--- src/rtl/ifetch_unit.sv ---
// Instruction fetch unit: reads one instruction word per request, hands it to the IR
// with a one-cycle load strobe, and owns the program counter including redirects.
module ifetch_unit #(
   parameter int unsigned ADDR_W   = 16,
   parameter int unsigned DATA_W   = 16,
   parameter int unsigned RESET_PC = 0,
   parameter int unsigned TIMEOUT  = 15
) (
   input  logic              clk,
   input  logic              rst,
   input  logic              fetch_req,
   input  logic              pc_load,
   input  logic [ADDR_W-1:0] pc_load_val,
   output logic [ADDR_W-1:0] mem_addr,
   output logic              mem_rd,
   input  logic [DATA_W-1:0] mem_rdata,
   input  logic              mem_ack,
   output logic [DATA_W-1:0] ir_d,
   output logic              ir_ce,
   output logic              fetch_done,
   output logic              fetch_err,
   output logic              busy,
   output logic [ADDR_W-1:0] pc_out
);

   localparam int unsigned CNT_W = 8;
   localparam logic [CNT_W-1:0] CNT_LAST = CNT_W'(TIMEOUT - 1);

   localparam logic [1:0] IDLE = 2'd0;
   localparam logic [1:0] WAIT = 2'd1;
   localparam logic [1:0] LOAD = 2'd2;

   logic [1:0]        state_q, state_nxt;
   logic [ADDR_W-1:0] pc_q, pc_nxt;
   logic [ADDR_W-1:0] addr_q, addr_nxt;
   logic              rd_q, rd_nxt;
   logic [DATA_W-1:0] ir_q, ir_nxt;
   logic              ce_q, ce_nxt;
   logic              done_q, done_nxt;
   logic              err_q, err_nxt;
   logic              busy_q, busy_nxt;
   logic [CNT_W-1:0]  cnt_q, cnt_nxt;
   logic              pend_q, pend_nxt;
   logic [ADDR_W-1:0] pend_val_q, pend_val_nxt;
   logic [ADDR_W-1:0] exit_pc;

   // PC on leaving a busy state: a redirect this cycle beats an older pending one
   always_comb begin
      exit_pc = pc_q;
      if (pc_load)     exit_pc = pc_load_val;
      else if (pend_q) exit_pc = pend_val_q;
   end

   always_comb begin
      state_nxt    = state_q;
      pc_nxt       = pc_q;
      addr_nxt     = addr_q;
      rd_nxt       = rd_q;
      ir_nxt       = ir_q;
      ce_nxt       = 1'b0;
      done_nxt     = 1'b0;
      err_nxt      = 1'b0;
      cnt_nxt      = cnt_q;
      pend_nxt     = pend_q;
      pend_val_nxt = pend_val_q;

      case (state_q)
         IDLE: begin
            if (fetch_req) begin
               addr_nxt  = pc_load ? pc_load_val : pc_q;
               rd_nxt    = 1'b1;
               cnt_nxt   = '0;
               pend_nxt  = 1'b0;
               state_nxt = WAIT;
            end
            if (pc_load) pc_nxt = pc_load_val;
         end
         WAIT: begin
            if (pc_load) begin
               pend_nxt     = 1'b1;
               pend_val_nxt = pc_load_val;
            end
            // Ack wins over a timeout falling on the same cycle
            if (mem_ack) begin
               ir_nxt    = mem_rdata;
               rd_nxt    = 1'b0;
               ce_nxt    = 1'b1;
               done_nxt  = 1'b1;
               pc_nxt    = addr_q + ADDR_W'(1);
               state_nxt = LOAD;
            end else if (cnt_q == CNT_LAST) begin
               rd_nxt    = 1'b0;
               err_nxt   = 1'b1;
               pc_nxt    = exit_pc;
               pend_nxt  = 1'b0;
               state_nxt = IDLE;
            end else begin
               cnt_nxt = cnt_q + CNT_W'(1);
            end
         end
         LOAD: begin
            pc_nxt    = exit_pc;
            pend_nxt  = 1'b0;
            state_nxt = IDLE;
         end
         default: state_nxt = IDLE;
      endcase

      busy_nxt = (state_nxt != IDLE);
   end

   always_ff @(posedge clk) begin
      if (rst) begin
         state_q    <= IDLE;
         pc_q       <= ADDR_W'(RESET_PC);
         addr_q     <= '0;
         rd_q       <= 1'b0;
         ir_q       <= '0;
         ce_q       <= 1'b0;
         done_q     <= 1'b0;
         err_q      <= 1'b0;
         busy_q     <= 1'b0;
         cnt_q      <= '0;
         pend_q     <= 1'b0;
         pend_val_q <= '0;
      end else begin
         state_q    <= state_nxt;
         pc_q       <= pc_nxt;
         addr_q     <= addr_nxt;
         rd_q       <= rd_nxt;
         ir_q       <= ir_nxt;
         ce_q       <= ce_nxt;
         done_q     <= done_nxt;
         err_q      <= err_nxt;
         busy_q     <= busy_nxt;
         cnt_q      <= cnt_nxt;
         pend_q     <= pend_nxt;
         pend_val_q <= pend_val_nxt;
      end
   end

   assign mem_addr   = addr_q;
   assign mem_rd     = rd_q;
   assign ir_d       = ir_q;
   assign ir_ce      = ce_q;
   assign fetch_done = done_q;
   assign fetch_err  = err_q;
   assign busy       = busy_q;
   assign pc_out     = pc_q;

endmodule

--- config.mk ---
export PLATFORM = sky130hd
export DESIGN_NAME = ifetch_unit
export DESIGN_NICKNAME = d
export VERILOG_FILES = /design/src/rtl/ifetch_unit.sv
export SDC_FILE = /design/constraint.sdc
export NUM_CORES = 1
export LEC_CHECK = 0
export ABC_CLOCK_PERIOD_IN_PS = 2100
export CAP_MARGIN = 40
export CORE_MARGIN = 2
export CORE_UTILIZATION = 47
export CTS_BUF_LIST = sky130_fd_sc_hd__clkbuf_8
export DETAILED_ROUTE_END_ITERATION = 7
export PLACE_DENSITY = 0.8
export RECOVER_POWER = 50
export SLEW_MARGIN = 20
export SYNTH_ARGS = -nofsm -noshare
export SYNTH_HDL_FRONTEND = slang
export SYNTH_SLANG_ARGS = --single-unit
--- constraint.sdc ---
create_clock -name clk -period 2.1 [get_ports clk]
set_input_delay 0.525 -clock clk [delete_from_list [all_inputs] [get_ports clk]]
set_output_delay 0.525 -clock clk [all_outputs]
set_load 0.03 [all_outputs]
==> results.md <==
* # IOs at 90
* Met2 Resource Use GR at 44.8%
* Die width at 97.1 um
* Status: finished, final reports clean
* Fmax at 484 MHz
* Register area share after synthesis at 38.9%
* Worst skew pair latency at 0.36 ns
* Area contributors post-synth: dfxtp_1, nand2_1, a21oi_1
* I/O Buffers at 89
* Syn Nets at 562
* Clock buffer count from CTS at 9
* Placed cells at 723
* Shortest period the worst path allows at 2.07 ns
* Die Ht at 97.1 um
* Row count at 33
* Final Non-Filler Cells at 740
* Crit end category: primary output
* Worst IR drop on VDD at 0.421 mV
* Count leader, synth: nand2_1
* First-pass GRT wire length at 20.2 mm
* Area of the multi-input gates at 0.00228 mm^2
* Antenna violations before repair at 0
* Ys async rst share at 0%
* Clock Path Buffers at 2
* Critical path class: flip-flop to primary output
* CTS tree: yes
* #FFs+latches synth at 79
* Routed Antenna Nets at 0
* LEAKAGE at 2.02 nW
* Setup TNS at 0 ns
* Unrepaired setup endpoints after global routing: false
* Post-synth top flop: dfxtp_1
* Slew Viols, Final at 0
* Worst slew margin relative to its limit at 56.0%
* Sequential cell area at 0.00158 mm^2
* Max cap viols at 0
* Post-Route WL at 12.2 mm
* Hpwl dp at 8.82 mm
* # diodes at 0
* Via count at 4301
* Starting DRC count in detailed routing at 238
* Final period utilization at 98.4%
* Root buf cell: clkbuf_8
* Met3 Usage GRT at 4.10%
* Overall power at 4.25 mW
* Post-route DRC at 0
* Required @ worst endpoint at 1.57 ns
* Clock Skew at 0.0121 ns
* Synthesized area at 0.00407 mm^2
* Final Hold Fails at 0
* Pin count of the biggest net entering global routing at 71
* # hold bufs at CTS at 0
* Number of global-route vias before repair at 4212
* CP startpoint kind: flip-flop
* Gr busiest metal: met2
* Most frequent cells after synthesis: nand2_1, dfxtp_1, a21oi_1, nor2_1, clkbuf_1
* Final-report setup violation count at 0
* DRT Pass-1 Iters at 5
* Post-synth top area cell: dfxtp_1
* Syn. warnings at 0
* Fill count at 714
* Global-route met1 utilization at 32.3%
* Core area at 0.00830 mm^2
* Global Route Usage Sum at 25.9%
* Syn Inst Count at 518
* Pwr dens at 763 mW/mm^2
* Unique masters post-synth at 54
* Initial core utilization at 49.0%
* Clock slew at reported path FFs at 0.09 ns
* Post-synth top area share at 38.9%
* WP data arrival at 1.54 ns
* H-tree Lvls at 3
* Layout cells sized above 1 at 11.8%
* Grt ovf at 0
* Post-synth EDFFs at 0
* Worst Path Max Fanout at 4
* Slew @ Worst Pin at 0.659 ns
* RePlAce Congestion at 0.885
* Mean Syn Cell Area at 7.86 um^2
* Syn-to-layout area delta at 36.9%
* Die area at 0.00942 mm^2
* Clock sink count at 79
* Net count, final at 674
* Hold Path Class: flip-flop to flip-flop
* WL/cell at 16.5 um
* Via/cell ratio at 5.81
[sequential cells by signal, indices dropped and copies added, names as in the netlist]
signal	flops
busy	1
cnt_q	8
fetch_done	1
fetch_err	1
ir_d	16
mem_addr	16
mem_rd	1
pc_out	16
pend_q	1
pend_val_q	16
state_q	2
[power by group]
group | internal, mW | leakage, nW | switching (mW) | total, mW
Sequential | 1.61 | 0.646 | 0.112 | 1.73
Clock | 0.682 | 0.107 | 0.622 | 1.30
Combinational | 0.543 | 1.26 | 0.683 | 1.23
Total | 2.84 | 2.02 | 1.42 | 4.25
[what timing repair did]
| item | 4_1_cts | 5_1_grt |
|---|---|---|
| resized for setup | 0 | 8 |
| endpoints found under the setup margin | 0 | 11 |
| buffers inserted | 0 | 1 |
[area by class of cell]
type / count / share of cell area (%)
multi-input combinational: 388 / 41.0
inverter: 11 / 0.808
timing repair buffer: 141 / 23.4
tap: 105 / 2.36
clock inverter: 7 / 1.82
clock buffer: 9 / 2.22
sequential: 79 / 28.4
[path summary, 6_finish.rpt]
path	to	cells after the start	start	slack, ns
max	mem_addr[0]	2	mem_addr[0]	0.03
min	pend_val_q[3]	2	pend_val_q[3]	0.46
max reg2reg	pc_out[8]	6	state_q[0]	0.13
min reg2reg	pend_val_q[3]	2	pend_val_q[3]	0.46
[cell families after synthesis]
family | count (synthesis) | share of synthesized area [%]
multiplexers | 20 | 4.98
adder cells (fa/ha/maj) | 7 | 2.15
XOR/XNOR | 14 | 3.01
AND/OR/NAND/NOR | 195 | 21.4
buffers and inverters | 51 | 5.16
flip-flops | 79 | 38.9
AO/OA/AOI/OAI | 152 | 24.4
[layer usage]
metal	part of all wire, %	vias up
met4	2.6	0
li1	-	2092
met5	0	-
met1	44	2028
met3	4.8	29
met2	49	152
[placed cells by master (no fill, tap or decap), types with 4 or more instances in the layout]
cell,instances
mux2i_1,18
a221oi_1,8
nor3_1,8
nand2_1,100
clkbuf_8,9
inv_1,8
a21boi_0,4
clkdlybuf4s50_1,83
dfxtp_1,79
ha_1,5
nand4_1,5
o31ai_1,4
o21ai_0,26
clkbuf_1,5
buf_4,42
nand3_1,21
nand2b_1,4
o41ai_1,4
a21oi_1,52
and3_1,6
buf_12,4
nor2_1,31
a311oi_1,11
xnor2_1,11
a211oi_1,17
and2_1,4
[metrics by stage]
stage	utilization [%]	instance area, um^2	hold WS (ns)	worst slack (ns)
2_1_floorplan	-	4070	0.433	0.0902
6_report	67.1	5570	0.459	0.0332
3_5_place_dp	64.6	5360	0.444	-0.221
5_1_grt	67.1	5570	0.479	0.00515
3_3_place_gp	64.6	5360	0.442	-0.162
4_1_cts	67.3	5590	0.457	0.0187
[worst max-delay path: stages (launching register included)]
cell             delay, ns
dfxtp_1               0.36
buf_4                 0.14
clkdlybuf4s50_1       0.68
No activity file was read; power rests on OpenSTA's default activity.
